File: config.mk
export PLATFORM = sky130hd
export DESIGN_NAME = instr_realign_q
export DESIGN_NICKNAME = d
export VERILOG_FILES = /design/src/rtl/instr_realign_q.sv
export SDC_FILE = /design/constraint.sdc
export NUM_CORES = 1
export LEC_CHECK = 0
export CAP_MARGIN = 20
export CORE_MARGIN = 10
export CORE_UTILIZATION = 33
export DETAILED_ROUTE_END_ITERATION = 8
export RECOVER_POWER = 100
export SLEW_MARGIN = 20
export SYNTH_ARGS = -nofsm -noshare
export SYNTH_HDL_FRONTEND = slang
export SYNTH_SLANG_ARGS = --single-unit
File: constraint.sdc
create_clock -name clk_i -period 10.9 [get_ports clk_i]
set_clock_uncertainty 0.15 [all_clocks]
set_input_delay 1.09 -clock clk_i [delete_from_list [all_inputs] [get_ports clk_i]]
set_output_delay 1.09 -clock clk_i [all_outputs]
set_load 0.05 [all_outputs]
File: src/rtl/instr_realign_q.sv
// Purpose : realigns fetch blocks into 16/32-bit instructions via a circular halfword queue.
// Latency : one cycle; a halfword pushed at edge N appears on instr_o after edge N.
// Backpr. : fetch_ready_o drops when fewer than NHW slots are free; instr_ready_i stalls the head.
// Ports   : clk_i/rst_i (async, active-high) | flush_i, flush_pc_i : redirect to a new PC
//           fetch_valid_i/fetch_ready_o/fetch_data_i : fetch block in, lowest halfword first
//           instr_valid_o/instr_ready_i/instr_o/instr_pc_o/instr_compressed_o : instruction out
module instr_realign_q #(
    parameter int FETCH_W = 32,
    parameter int QDEPTH  = 8
) (
    input  logic               clk_i,
    input  logic               rst_i,
    input  logic               flush_i,
    input  logic [31:0]        flush_pc_i,
    input  logic               fetch_valid_i,
    input  logic [FETCH_W-1:0] fetch_data_i,
    output logic               fetch_ready_o,
    output logic               instr_valid_o,
    output logic [31:0]        instr_o,
    output logic [31:0]        instr_pc_o,
    output logic               instr_compressed_o,
    input  logic               instr_ready_i
);

    localparam int NHW    = FETCH_W / 16;
    localparam int PTR_W  = $clog2(QDEPTH);
    localparam int CNT_W  = $clog2(QDEPTH + 1);
    localparam int SKIP_W = $clog2(NHW);

    // Halfword storage; contents are never reset, occupancy is tracked by count_q.
    logic [15:0]       queue_q [QDEPTH];

    logic [PTR_W-1:0]  rd_ptr_q, rd_ptr_d;
    logic [PTR_W-1:0]  wr_ptr_q, wr_ptr_d;
    logic [CNT_W-1:0]  count_q, count_d;
    logic [SKIP_W-1:0] skip_q, skip_d;
    logic [31:0]       pc_q, pc_d;

    logic [PTR_W-1:0]  rd_ptr_p1;
    logic [15:0]       head_hw;
    logic [15:0]       next_hw;
    logic              head_c;
    logic              instr_avail;
    logic              push;
    logic              pop;
    logic [CNT_W-1:0]  push_n;
    logic [CNT_W-1:0]  pop_n;
    logic [CNT_W-1:0]  free_slots;

    logic [PTR_W-1:0]  wr_idx [NHW];
    logic              wr_en  [NHW];

    // Bit 0 of the redirect PC is architecturally meaningless.
    logic unused_pc_bit0;
    assign unused_pc_bit0 = flush_pc_i[0];

    // ------------------------------------------------------------------
    // Head decode: everything here depends on registered state only,
    // except the flush override, so fetch_* never reaches instr_*.
    // ------------------------------------------------------------------
    assign rd_ptr_p1 = rd_ptr_q + PTR_W'(1);
    assign head_hw   = queue_q[rd_ptr_q];
    assign next_hw   = queue_q[rd_ptr_p1];
    assign head_c    = (head_hw[1:0] != 2'b11);

    // A 32-bit head with only its low half queued waits for the next block.
    assign instr_avail = head_c ? (count_q >= CNT_W'(1)) : (count_q >= CNT_W'(2));

    assign instr_valid_o      = instr_avail && !flush_i;
    assign instr_compressed_o = head_c;
    assign instr_o            = head_c ? {16'h0000, head_hw} : {next_hw, head_hw};
    assign instr_pc_o         = pc_q;

    // ------------------------------------------------------------------
    // Fetch side: readiness comes from count_q and flush_i only, so
    // instr_ready_i has no path to fetch_ready_o.
    // ------------------------------------------------------------------
    assign free_slots    = CNT_W'(QDEPTH) - count_q;
    assign fetch_ready_o = (free_slots >= CNT_W'(NHW)) && !flush_i;

    // Both handshakes are already blocked by flush_i, which gives the
    // redirect priority over a simultaneous push or pop.
    assign push   = fetch_valid_i && fetch_ready_o;
    assign pop    = instr_valid_o && instr_ready_i;
    assign push_n = CNT_W'(NHW) - CNT_W'(skip_q);
    assign pop_n  = head_c ? CNT_W'(1) : CNT_W'(2);

    // Halfword i of the block lands at wr_ptr + (i - skip); the first
    // skip halfwords of a post-redirect block are dropped.
    always_comb begin
        for (int i = 0; i < NHW; i++) begin
            wr_idx[i] = wr_ptr_q + PTR_W'(i) - PTR_W'(skip_q);
            wr_en[i]  = push && (SKIP_W'(i) >= skip_q);
        end
    end

    // ------------------------------------------------------------------
    // Next-state
    // ------------------------------------------------------------------
    always_comb begin
        rd_ptr_d = rd_ptr_q;
        wr_ptr_d = wr_ptr_q;
        count_d  = count_q;
        skip_d   = skip_q;
        pc_d     = pc_q;

        if (flush_i) begin
            rd_ptr_d = '0;
            wr_ptr_d = '0;
            count_d  = '0;
            pc_d     = {flush_pc_i[31:1], 1'b0};
            // Halfword offset of the target PC inside its fetch block.
            skip_d   = flush_pc_i[SKIP_W:1];
        end else begin
            if (push) begin
                wr_ptr_d = wr_ptr_q + PTR_W'(push_n);
                skip_d   = '0;
            end
            if (pop) begin
                rd_ptr_d = rd_ptr_q + PTR_W'(pop_n);
                pc_d     = pc_q + (head_c ? 32'd2 : 32'd4);
            end
            count_d = count_q + (push ? push_n : '0) - (pop ? pop_n : '0);
        end
    end

    // ------------------------------------------------------------------
    // State registers
    // ------------------------------------------------------------------
    always_ff @(posedge clk_i or posedge rst_i) begin
        if (rst_i) begin
            rd_ptr_q <= '0;
            wr_ptr_q <= '0;
            count_q  <= '0;
            skip_q   <= '0;
            pc_q     <= '0;
        end else begin
            rd_ptr_q <= rd_ptr_d;
            wr_ptr_q <= wr_ptr_d;
            count_q  <= count_d;
            skip_q   <= skip_d;
            pc_q     <= pc_d;
        end
    end

    always_ff @(posedge clk_i) begin
        for (int i = 0; i < NHW; i++) begin
            if (wr_en[i]) begin
                queue_q[wr_idx[i]] <= fetch_data_i[16*i +: 16];
            end
        end
    end

endmodule

After elaboration in Yosys (flattened, before gate mapping). Memories as Yosys holds them, arrays and structs flattened. Cells that the tools add are included. Widths: inputs -> output; s select.

Output and inout port bits: 67. Latch bits: 0. Memory bits (read-only): 0. Logic and storage cells: 51. Memory bits (writable): 128. Memories kept: 1. Bits in registers: 43. Bits of input ports: 69.

Memory list: queue_q (depth 8, width 16, read ports 2, clocked after memory_dff 0, wr ports 2, RTL line 31) `logic [15:0] queue_q [QDEPTH];`.

Add/subtract/negate cells: 11. $mul: 0. Bitwise operators: 0. Div/mod/pow operators: 0. Mux-type cells: 19. Reduce and logical (&&, ||, !) cells: 9. Magnitude comparators: 5. Shifts and indexed selects: 0. Equality and inequality tests: 1.

Operators with widths (number): $mux 32 (3); $add 32x3->32 (1); $mux 3 (5); $ge 4x2->1 const B (2); $mux 4 (2); $mux 1 (7); $add 3x1->3 const B (2); $logic_and 1x1->1 (6); $sub 3x1->3 (2); $add 4x4->4 (1); $ge 4x1->1 const B (1); $mux 2 (2); $reduce_bool 2->1 (2); $sub 4x2->4 (1); $sub 4x4->4 const A (1); $add 3x2->3 (1); $add 3x3->3 (1); $sub 2x1->3 const A (1); $ge 1x1->1 const A (2); $ne 2x2->1 const B (1); $logic_not 1->1 (1).

Longest topological paths before layout.
Depth after elaboration: 8. Gate-level depth with buffers: 14. Gate-level depth less buffers: 13.

Worst setup path after synthesis. No wires, ideal clock.

Path type: register -> register. Start point: register rd_ptr_q[0]. End point: register pc_q[13], in the netlist instr_pc_o[13]. Data arrival time: 4527 ps. Required time: 10625 ps. Setup slack: 6099 ps. Path buffers: 1. Cell stages (with the launch flop): 14. Period minus slack after synthesis: 4801 ps. Library setup time: 125 ps. Cell sequence: dfrtp_1 mux4_1 mux2i_2 inv_1 nand2_1 clkbuf_1 ha_1 inv_1 fa_1 nor4b_1 nand2_1 nor4b_1 xor2_1 mux2_2.

Word-level cells in the longest chain between the ends: 6. Elaborated cells on any way between the ends: 10. Classes of those cells: 1 x add/sub; 1 x eq/ne; 4 x mux; 3 x reduce/logical; 1 x memory.

Ends and longest elaborated chain: from (decl) (RTL line 33) `logic [PTR_W-1:0] rd_ptr_q, rd_ptr_d;`; from (signal assigned) (RTL line 138) `rd_ptr_q <= rd_ptr_d;`; $mem_v2 8x16 *; $ne 2x2->1 * (RTL line 64) `assign head_c = (head_hw[1:0] != 2'b11);`; via instr_compressed_o (RTL line 21) `output logic instr_compressed_o,`; $mux 3 or $mux 1 (tied branches) (RTL line 121, 67); $add 32x3->32 or $logic_and 1x1->1 (tied branches) (RTL line 121, 69); $mux 32 or $logic_and 1x1->1 (tied branches) (RTL line 119, 84); $mux 32 or $reduce_bool 2->1 (tied branches); to (signal assigned) (RTL line 142) `pc_q <= pc_d;`; to (decl) (RTL line 37) `logic [31:0] pc_q, pc_d;`.

Mark *: on every way through the listed nets, which the timed path passes. The rest lies on a longest branch. The select of a mux whose other input is x is not followed. A chain may end at the register's enable or synchronous reset.

Worst setup path in the final report.
Start point: register rd_ptr_q[0]. End point: output instr_o[16].

Word-level cells in the longest chain between the ends: 3. Elaborated cells on any way between the ends: 4. Classes of those cells: 1 x add/sub; 1 x eq/ne; 1 x mux; 1 x memory.

Ends and longest elaborated chain: $add 3x1->3 or $mem_v2 8x16 (tied branches); $mem_v2 8x16 *; $mux 32 * (RTL line 71) `assign instr_o = head_c ? {16'h0000, head_hw} : {next_hw, head_hw};`; to (decl) (RTL line 19) `output logic [31:0] instr_o,`.

Every way passes the cells marked *; elsewhere a longest branch is shown, timed or not.

==> summary.txt <==
Floorplan
  – Die width: 198 um
  – Core Rows: between 60 and 70
  – Starting Density: 0.332
  – Die Area: 39100 sq um
  – IO Pins: 136
  – Core Region: 31400 sq um
  – Die height: 198 um

Route
  – Post-route ant nets: 0
  – Post-DR wirelength/cell: approximately 22 um
  – Initial drt markers: 594
  – DR vias/cell: roughly 5.4
  – DRC viols: 0
  – 1st-pass router iterations: 7
  – Total Wirelength: 29.2 mm
  – Via count: ~7.0k

Worst hold path
  – Cell depth of the worst hold path: 2
  – Worst Min Path Start: wr_ptr_q[1]
  – Endpoint with the worst hold slack: wr_ptr_q[1]
  – Worst min-delay path class: reg -> reg

Layout
  – # fillers: about 3k
  – Fraction of layout cells with a size suffix above 1: 0.264
  – Layout net count: 973
  – Layout area overhead: 21.1%

STA
  – Worst slew pin tran: 2360 ps
  – Fmax: roughly 160 MHz
  – Minimum clock period: roughly 6200 ps
  – RSZ-0062 raised after global routing: false
  – Hold Fails Final Rpt: 0
  – Relative slew slack: -0.572
  – Final setup violating endpoints: 0
  – Pins Over Slew Limit: 148
  – Fin crit share: 0.573
  – Setup tns final: 0 ps

Logic synthesis
  – Yosys cell types: 64
  – Register area share after synthesis: 0.470
  – Most common cell in the netlist: edfxtp_1
  – Synth Flop Type: edfxtp_1
  – Syn nets: 850
  – Synth area leaders: edfxtp_1 (37%), mux2_2 (13%), mux4_2 (13%)
  – Ys async rst share: 0.247
  – Syn Area/Cell: between 10 and 15 sq um
  – Yosys top cell area share: 0.369
  – Synth top cells by count: edfxtp_1 (128), mux2_2 (122), nand2_1 (80), mux4_2 (61), dfrtp_1 (42)
  – Register bit total from synthesis: 170
  – Mapped Area: 10400 sq um
  – Largest area contributor in the netlist: edfxtp_1
  – EDFF count, synth: 128
  – Synth Warn #: 0
  – Cells after Synth: 758

Setup path
  – Worst reg-to-reg path cell count: 14
  – CP Class: reg -> out
  – Worst path max stage delay: 1100 ps
  – Critical Path End Type: output pin
  – Startpoint types: flip-flop
  – Critical path arrival: about 5000 ps
  – CP Max Fanout: 67
  – WP data required: 9660 ps
  – CP Cell Sequence: buf_6 -> mux4_1 -> mux2i_1 -> inv_1 -> nand2_1 -> clkbuf_1 -> a21oi_1 -> dlygate4sd3_1
  – End of the worst register-to-register path: instr_pc_o[13]
  – R2R Setup Slk: between 4000 and 5000 ps
  – Crit Reg-Reg Startpoint: rd_ptr_q[0]
  – Critical path's slowest cell: clkbuf_1

Outcome
  – Outcome: complete, but fails checks
  – Failing checks: capacitance limit, slew limit

CTS
  – Num CTS Buffers: 17
  – Number of gates resized after cts: 0
  – H-tree depth: 4
  – CTS Sinks: 170
  – Clock Latency Late Sink: 440 ps
  – Clock buffer depth: 2
  – Clock slew at reported path FFs: roughly 80 ps
  – TritonCTS clock tree: yes
  – Hold Buf Count CTS: 0
  – Post-CTS Setup Repair Bufs: 0
  – CTS root buffer: clkbuf_16

GRT
  – Pin count of the biggest net entering global routing: 68
  – First-pass GRT wire length: 44.5 mm
  – GR Overflow Total: 0
  – Gr usage total: 0.150
  – Initial antenna violation count: 2
  – Vias in the first global route: 7221

Power and ir drop
  – Final Power: 2980 uW
  – P_int: approximately 1700 uW
  – Power per cell area: between 200 and 250 nW/um^2
  – Seq pwr share: 0.291
  – Leak: 0.00437 uW
  – P_sw: 1270 uW
  – Switching Share: 0.425
  – Peak VDD IR: around 170 uV
  – Clk pwr share: 0.208
  – Logic pwr share: 0.501

Placement
  – Number of I/O port buffers: 133
  – DP HPWL: 18.8 mm
  – RePlAce Congestion: 0.781

Flow run
  – Max-cap violations: 4
-- stage by stage --
stage	std cells	hold WS, ps	instance area (sq um)	worst slack (ps)	util
floorplan	758	348	10400	6100	-
global placement	1264	388	12200	5480	0.390
CTS	1296	414	12800	5230	0.409
finish	1298	410	12600	4650	0.402
global route	1296	459	12600	4240	0.402
detailed placement	1264	397	12200	5420	0.390
-- critical path: cells and delay by family (launching register included) --
kind / cells / cell delay, ps
AOI/OAI and AO/OA: 1 / 240
DFF: 1 / 400
and+or+nand+nor: 1 / 110
buffers and inverters: 4 / 2740
muxes: 2 / 1020
-- how the worst max path moves through the flow --
stage                endpoint  cells past startpoint         from  slack (ps)
5_1_grt        instr_pc_o[13]                     14  rd_ptr_q[0]        4240
6_report          instr_o[16]                      8  rd_ptr_q[0]        4650
2_1_floorplan  instr_pc_o[13]                     13  rd_ptr_q[0]        6100
3_3_place_gp   instr_pc_o[13]                     14  rd_ptr_q[0]        5480
3_5_place_dp   instr_pc_o[13]                     14  rd_ptr_q[0]        5420
4_1_cts           instr_o[22]                      7  rd_ptr_q[0]        5230
-- logic make-up after synthesis --
kind of cell | after synthesis | share of synthesized area
other | 1 | 0.000360
flip-flops | 170 | 0.470
AND/OR/NAND/NOR | 152 | 0.0750
buffers and inverters | 73 | 0.0304
multiplexers | 216 | 0.305
AO/OA/AOI/OAI | 91 | 0.0618
adder cells (fa/ha/maj) | 23 | 0.0312
XOR/XNOR | 32 | 0.0269
-- cells in the final DEF, fill, tap and decap left out, drive strengths merged, types with 18 or more instances in the layout --
cell type and count:
mux2 147, clkbuf 28, o21ai 24, nand3 19, edfxtp 128, xnor2 23
nand2 85, clkdlybuf4s50 66, ha 18, dfrtp 42, inv 35, dlygate4sd3 66
a21oi 29, mux4 64
-- sequential cells by signal, indices dropped and copies added (netlist names) --
| signal | cells |
|---|---|
| queue_q | 128 |
| instr_pc_o | 31 |
| count_q | 4 |
| rd_ptr_q | 3 |
| wr_ptr_q | 3 |
| skip_q | 1 |
-- final cells by class --
type	count	area (sq um)	area share
sequential	170	4900	0.388
inverter	28	105	0.00833
tap	402	503	0.0398
timing repair buffer	149	1410	0.112
clock buffer	18	429	0.0340
clock inverter	14	170	0.0135
multi-input combinational	515	5100	0.404
antenna	2	5.00	0.000396
-- power groups by stage --
| stage | Sequential (uW) | Clock (uW) | Combinational (uW) |
|---|---|---|---|
| 3_5_place_dp | 880 | 0 | 1600 |
| 6_report | 869 | 620 | 1490 |
| 5_1_grt | 878 | 660 | 1620 |
| 3_3_place_gp | 877 | 0 | 1590 |
| 2_1_floorplan | 918 | 0 | 1090 |
| 4_1_cts | 866 | 634 | 1600 |
-- per-layer routing --
metal | vias to the layer above | global-route usage | wire length [um]
li1 | 3170 | - | -
met4 | 0 | 0.0396 | 216
met1 | 3544 | 0.204 | 13200
met5 | - | 0 | 0
met2 | 230 | 0.234 | 13700
met3 | 18 | 0.0355 | 1990
No activity file was read; power rests on OpenSTA's default activity.
